### src/rtl/uart_host_scheduler_pkg.sv
// Shared op codes, rate codes and FSM state encoding for the UART host scheduler.
package uart_sched_pkg;

    typedef enum logic [1:0] {
        OP_NOP   = 2'b00,
        OP_WRITE = 2'b01,
        OP_READ  = 2'b10,
        OP_CLEAR = 2'b11
    } op_e;

    typedef enum logic [1:0] {
        RATE_DEFAULT = 2'b00,
        RATE_9600    = 2'b01,
        RATE_50000   = 2'b10,
        RATE_115200  = 2'b11
    } rate_e;

    typedef enum logic [1:0] {
        ST_IDLE  = 2'b00,
        ST_ISSUE = 2'b01,
        ST_GAP   = 2'b10
    } state_e;

endpackage

### src/rtl/uart_host_scheduler_rr_arbiter.sv
// Two-requester round-robin arbiter; grant is combinational, pointer toggles on each accept.
module rr_arbiter (
    input  logic       clk,
    input  logic       nReset,
    input  logic [1:0] valid,
    input  logic       enable,
    output logic [1:0] grant,
    output logic       grant_id,
    output logic       accept
);

    logic ptr;

    always_comb begin
        grant_id = (valid == 2'b11) ? ptr : ~valid[0];
        grant    = 2'b00;
        if (enable) begin
            grant = (grant_id ? 2'b10 : 2'b01) & valid;
        end
        accept = |grant;
    end

    always_ff @(posedge clk or negedge nReset) begin
        if (!nReset) begin
            ptr <= 1'b0;
        end else if (accept) begin
            ptr <= ~ptr;
        end
    end

endmodule

### src/rtl/uart_host_scheduler.sv
// Schedules ops from two requesters onto a UART wrapper with an ISSUE cycle followed by an idle GAP.
module uart_host_scheduler
    import uart_sched_pkg::*;
#(
    parameter int IdleGap = 1
) (
    input  logic            clk,
    input  logic            nReset,
    input  logic [1:0]      req_valid,
    input  logic [1:0][1:0] req_op,
    input  logic [1:0][7:0] req_wdata,
    output logic [1:0]      req_ready,
    output logic [1:0]      rsp_valid,
    output logic [7:0]      rsp_data,
    input  logic [1:0]      cfg_rate,
    input  logic            cfg_we,
    output logic [3:0]      control,
    output logic [7:0]      tx_data,
    input  logic [7:0]      rx_data,
    output logic            busy
);

    state_e      state, next_state;
    op_e         op_lat;
    logic        id_lat;
    logic [3:0]  gap_cnt;
    logic [1:0]  pend_rate;
    logic [1:0]  act_rate;
    logic        grant_id;
    logic        accept;

    rr_arbiter u_arb (
        .clk      (clk),
        .nReset   (nReset),
        .valid    (req_valid),
        .enable   (state == ST_IDLE),
        .grant    (req_ready),
        .grant_id (grant_id),
        .accept   (accept)
    );

    always_comb begin
        next_state = state;
        case (state)
            ST_IDLE:  if (accept) next_state = ST_ISSUE;
            ST_ISSUE: next_state = ST_GAP;
            ST_GAP:   if (gap_cnt <= 4'd1) next_state = ST_IDLE;
            default:  next_state = ST_IDLE;
        endcase
    end

    always_ff @(posedge clk or negedge nReset) begin
        if (!nReset) begin
            state <= ST_IDLE;
        end else begin
            state <= next_state;
        end
    end

    always_ff @(posedge clk or negedge nReset) begin
        if (!nReset) begin
            op_lat  <= OP_NOP;
            id_lat  <= 1'b0;
            tx_data <= 8'h00;
        end else if (accept) begin
            op_lat  <= op_e'(req_op[grant_id]);
            id_lat  <= grant_id;
            tx_data <= req_wdata[grant_id];
        end
    end

    // Counter reloads while in ISSUE so it holds IdleGap on the first GAP cycle; it saturates at 0.
    always_ff @(posedge clk or negedge nReset) begin
        if (!nReset) begin
            gap_cnt <= 4'd0;
        end else if (state == ST_ISSUE) begin
            gap_cnt <= 4'(IdleGap);
        end else if (state == ST_GAP && gap_cnt != 4'd0) begin
            gap_cnt <= gap_cnt - 4'd1;
        end
    end

    always_ff @(posedge clk or negedge nReset) begin
        if (!nReset) begin
            rsp_valid <= 2'b00;
            rsp_data  <= 8'h00;
        end else if (state == ST_GAP && gap_cnt == 4'(IdleGap)) begin
            rsp_valid <= id_lat ? 2'b10 : 2'b01;
            rsp_data  <= (op_lat == OP_READ) ? rx_data : 8'h00;
        end else begin
            rsp_valid <= 2'b00;
            rsp_data  <= 8'h00;
        end
    end

    // The active rate only follows the pending one while idle, so an op never sees a rate change.
    always_ff @(posedge clk or negedge nReset) begin
        if (!nReset) begin
            pend_rate <= 2'b00;
            act_rate  <= 2'b00;
        end else begin
            if (cfg_we) pend_rate <= cfg_rate;
            if (state == ST_IDLE) act_rate <= cfg_we ? cfg_rate : pend_rate;
        end
    end

    always_comb begin
        control = {(state == ST_ISSUE) ? op_lat : OP_NOP, act_rate};
        busy    = (state != ST_IDLE);
    end

endmodule

### config.mk
export PLATFORM = sky130hd
export DESIGN_NAME = uart_host_scheduler
export DESIGN_NICKNAME = d
export VERILOG_FILES = /design/src/rtl/uart_host_scheduler_pkg.sv /design/src/rtl/uart_host_scheduler_rr_arbiter.sv /design/src/rtl/uart_host_scheduler.sv
export SDC_FILE = /design/constraint.sdc
export NUM_CORES = 1
export LEC_CHECK = 0
export CORE_MARGIN = 1
export CORE_UTILIZATION = 35
export CTS_CLUSTER_SIZE = 10
export DETAILED_ROUTE_END_ITERATION = 16
export PLACE_DENSITY_LB_ADDON = 0.12
export SYNTH_ARGS = -nofsm -noshare
export SYNTH_HDL_FRONTEND = slang
export SYNTH_SLANG_ARGS = --single-unit
### constraint.sdc
create_clock -name clk -period 4.6 [get_ports clk]
set_clock_uncertainty 0.2 [all_clocks]
set_input_delay 1.15 -clock clk [delete_from_list [all_inputs] [get_ports clk]]
set_output_delay 1.15 -clock clk [all_outputs]
set_load 0.02 [all_outputs]
# == After elaboration in Yosys (flattened, before gate mapping) ==
# Index checks and enable logic that the tools add are counted.
# Widths: inputs -> output; s select.
# word_totals
word_cells,49
regBits,32
in_bits,35
out_inout_bits,25
# op_classes
n_addsub,1
reduce_logical,8
order_cmp,2
bitwise,3
mux,18
eq_ne,7
# op_table
operator,count
$mux 8,4
$mux 2,10
$mux 4,2
$eq 2x2->1 const B,3
$pmux 2 s3,1
$eq 4x1->1 const B,1
$le 4x1->1 const B,1
$ne 2x2->1 const B,2
$reduce_bool 2->1,2
$reduce_bool 4->1,1
$sub 4x1->4 const B,1
$and 2x2->2,1
$eq 2x1->1 const B,1
$logic_and 1x1->1,2
$logic_not 2->1,1
$lt 1x2->1 const B,1
$not 1->1,2
$reduce_and 2->1,1
$reduce_or 2->1,1
$mux 1,1

# == Logic depth before layout (Yosys ltp) ==
# Gate-level depths: netlist (run 1).
# depth
depth_word,8
depth_mapped,5
mapped_depth_nobuf,5

# == Cells and area by module ==
# Synthesis (run 1) repeated with hierarchy kept, for this count alone.
# unflattened
hier_cells,131
hier_area_um2,1470.2
# by_module_without_submodules
module,seq_area_each_um2,area_per_inst_um2,instances,cells_each
uart_host_scheduler,775.7,1392.6,1,122
rr_arbiter,25.0,77.6,1,9

# == Worst setup path after synthesis (run 1) ==
# No wires, ideal clock.
# synth_path
kind,in2out
start,input req_valid[0]
end,output req_ready[0]
path_buffers,1
stages,3
setup_slack_ps,1212
arrival_ps,2038
path_cell_list,a21bo_2 buf_6 nor3_1
# synth_via
elab_chain_cells,5
word_cells_on_any_way,6
classes_between,eq/ne (1); mux (3); bitwise (2)
# synth_rtl
element,line,text
start: declaration,uart_host_scheduler.sv:9,"input logic [1:0] req_valid,"
$eq 2x2->1 or $not 1->1 (tied branches),uart_host_scheduler_rr_arbiter.sv:15,grant_id = (valid == 2'b11) ? ptr : ~valid[0];
$mux 1,uart_host_scheduler_rr_arbiter.sv:15,
$mux 2,uart_host_scheduler_rr_arbiter.sv:18,grant = (grant_id ? 2'b10 : 2'b01) & valid;
$and 2x2->2 (*),uart_host_scheduler_rr_arbiter.sv:18,
$mux 2 (*),uart_host_scheduler_rr_arbiter.sv:17,if (enable) begin
end: declaration,uart_host_scheduler.sv:12,"output logic [1:0] req_ready,"
# Every way passes the cells marked *; elsewhere a longest branch is shown, timed or not.

# == Final worst setup path (run 1) ==
# Ends and elaborated chain as after synthesis.

==> impl_metrics.csv, run 1 <==
group,metric,value,unit
outcome,status,"completed",
final_layout,nNetsFinal,218,
clock_network,cts_setup_buffers,0,
power_and_ir_drop,ir_worst_vdd,0.243,mV
power_and_ir_drop,finalPower,1.23,mW
clock_network,root_buffer,"clkbuf_8",
final_layout,n_fill_cell,350,
timing,finalHoldViolCount,0,
clock_network,cts_hold_buf,0,
drt,drtPass1Iterations,4,
floorplan,rows,23,
floorplan,num_io_pins,60,
floorplan,dieArea,4540,um2
global_route,grt_use_total,14.5,%
timing,tightest_slew,1.03,ns
power_and_ir_drop,p_leak,0.986,nW
worst_setup_path,start_kind,"input port",
drt,drt_first_iter_violations,41,
timing,rsz0062_at_grt,"no",
job,drv_cap,0,
worst_setup_path,crit_required,3.25,ns
global_route,grt_pass1_wl,4.71,mm
worst_setup_path,path_class,"input port to output port",
clock_network,cts_tree,"done",
worst_setup_path,cp_max_fo,12,
floorplan,die_y,67.4,um
clock_network,ctsLongestPathBuffers,2,
final_layout,final_common_cell,"clkdlybuf4s50_1",
min_path,min_path_type,"flip-flop to flip-flop",
logic_synthesis,synth_cell_types,34,
final_layout,postLayoutCellArea,2220,um2
placed_design,post-dp-hpwl,2.28,mm
placed_design,place.gp.congestion,0.739,
final_layout,drive_gt1_share,20.4,%
clock_network,cts-buffers-inserted,5,
placed_design,dp_cells,223,
global_route,grt_max_degree,33,
floorplan,die_w,67.4,um
logic_synthesis,synth_nets,154,
clock_network,cts.htree.levels,2,
worst_setup_path,r2r_end,"op_lat[0]",
clock_network,cts_sinks,32,
floorplan,coreArea,4060,um2
timing,fin_setup_tns,0,ns
drt,drtAntennaViolNets,0,
timing,period_share,91.9,%
placed_design,post_dp_cell_area,2130,um2
logic_synthesis,synth.yosys.seq_area_share,53.6,%
timing,max_slew_margin,30.8,%
floorplan,start_util,36.8,%
global_route,grt_antenna_before_repair,0,
worst_setup_path,cp-startpoint,"req_valid[0]",
logic_synthesis,syn_inst,116,
logic_synthesis,avgSynthCellArea,12.9,um2
timing,finalCriticalPeriod,4.23,ns
worst_setup_path,end_kind,"output port",
clock_network,path_clk_slew,0.06,ns
final_layout,syn_to_final_growth,48.4,%
final_layout,most-common-layout-cells,"59 x clkdlybuf4s50_1, 32 x dfrtp_1, 16 x mux2_2",
timing,final_max_slew_viol_count,0,
power_and_ir_drop,p_per_area,555,nW/um2
drt,num_vias,1101,
global_route,overflow,0,
worst_setup_path,rr_worst_depth,3,
logic_synthesis,syn_area,1500,um2
drt,finalWirelength,3.07,mm
logic_synthesis,ys_ff_latch,32,
clock_network,cts.repair.resized,0,
worst_setup_path,reg2reg_slack,2.58,ns
drt,viasPerCell,4.77,
global_route,grt_pass1_vias,1051,
placed_design,portBuffers,59,
final_layout,fin_cells,231,
worst_setup_path,rr_startpoint,"state[1]",
drt,drc_errors,0,
drt,drt-wirelength-per-cell,13.3,um
timing,setup_violations,0,
worst_setup_path,arrival,2.88,ns
clock_network,clock_latency,0.28,ns
worst_setup_path,crit_end,"req_ready[0]",
final_layout,diodes,0,
timing,max_freq,0.236,GHz
logic_synthesis,ys_warn_count,0,
==> cell families after synthesis <==
group                      after synthesis  share of synthesized area, %
and+or+nand+nor                         35                          13.8
DFF                                     32                          53.6
muxes                                   24                          20.1
AOI/OAI and AO/OA                       12                          5.94
buffers and inverters                    9                          3.51
adders and majority gates                3                          2.51
xor gates and xnor gates                 1                         0.586
==> state kept, by name, summed over array words and instances (netlist names) <==
signal,cells
rsp_data,8
u_arb.ptr,1
op_lat,2
id_lat,1
act_rate,2
pend_rate,2
tx_data,8
rsp_valid,2
state,2
gap_cnt,4
==> cell type report <==
class	instances	area (um2)	share of cell area, %
clock buffer	6	82.6	3.72
clock inverter	2	10.0	0.451
inverter	6	22.5	1.02
multi-input combinational	75	642	28.9
sequential	32	801	36.1
tap	50	62.6	2.82
timing repair buffer	60	598	27.0
==> synth_stat cells, drive strengths merged <==
library cell | n | area [um2]
or3b | 1 | 8.76
nand2 | 4 | 15.0
a32o | 1 | 10.0
inv | 6 | 22.5
mux2 | 24 | 300
ha | 3 | 37.5
and2b | 1 | 7.51
a21o | 1 | 7.51
nor3 | 2 | 10.0
xnor2 | 1 | 8.76
and2 | 10 | 62.6
nor2 | 6 | 30.0
o211ai | 1 | 7.51
nand2b | 2 | 12.5
and3 | 1 | 6.26
or3 | 1 | 6.26
nand3 | 1 | 5.00
dfrtp | 32 | 801
a221o | 1 | 10.0
a21bo | 1 | 10.0
nand3b | 1 | 7.51
nor3b | 1 | 7.51
a21oi | 2 | 10.0
and4 | 1 | 8.76
nor2b | 2 | 12.5
o211a | 1 | 10.0
o21ai | 3 | 15.0
buf | 3 | 30.0
or2 | 1 | 6.26
o41ai | 1 | 8.76
==> how the worst min path moves through the flow <==
stage          startpoint      endpoint  slack, ns  cells past startpoint
2_1_floorplan      id_lat  rsp_valid[0]       0.22                      1
4_1_cts         u_arb.ptr     u_arb.ptr       0.28                      1
3_3_place_gp    u_arb.ptr     u_arb.ptr       0.27                      1
3_5_place_dp    u_arb.ptr     u_arb.ptr       0.27                      1
6_report        u_arb.ptr     u_arb.ptr       0.28                      1
5_1_grt            id_lat  rsp_valid[0]       0.29                      1
==> per-layer routing <==
| metal | GRT usage (%) | wire length [um] | vias up |
|---|---|---|---|
| li1 | - | - | 523 |
| met1 | 16.8 | 1320 | 535 |
| met2 | 24.0 | 1540 | 39 |
| met3 | 4.05 | 157 | 4 |
| met4 | 7.98 | 48 | 0 |
| met5 | 0 | 0 | - |
==> where the power goes <==
group	total, mW	internal [mW]	switching (mW)
clock	0.219	0.119	0.0996
sequential	0.447	0.376	0.0713
combinational	0.566	0.305	0.261
total	1.23	0.800	0.432
==> through the flow <==
stage | setup slack, ns | util (%) | hold slack, ns
floorplan | 1.21 | - | 0.224
global placement | 0.420 | 52.4 | 0.275
detailed placement | 0.380 | 52.4 | 0.266
CTS | 0.363 | 54.7 | 0.279
global route | 0.300 | 54.7 | 0.289
finish | 0.372 | 54.7 | 0.278
==> worst max-delay path, cell delays in order <==
cell	delay, ns
clkdlybuf4s50_1	0.47
a21bo_2	0.35
nor3_1	0.24
clkdlybuf4s50_1	0.66
Note: power is estimated with default switching activity, not from simulation.
==> inputs of run 2 (changes only) <==
ABC_CLOCK_PERIOD_IN_PS = 4600   (was not set)
CAP_MARGIN = 20   (was not set)
==> results of run 2 <==
Final layout, timing and power as in run 1 (identical DEF).
==> inputs of run 3 (changes only) <==
SKIP_CTS_REPAIR_TIMING = 1   (was not set)
==> results of run 3 <==
Final layout, timing and power as in run 1 (identical DEF).
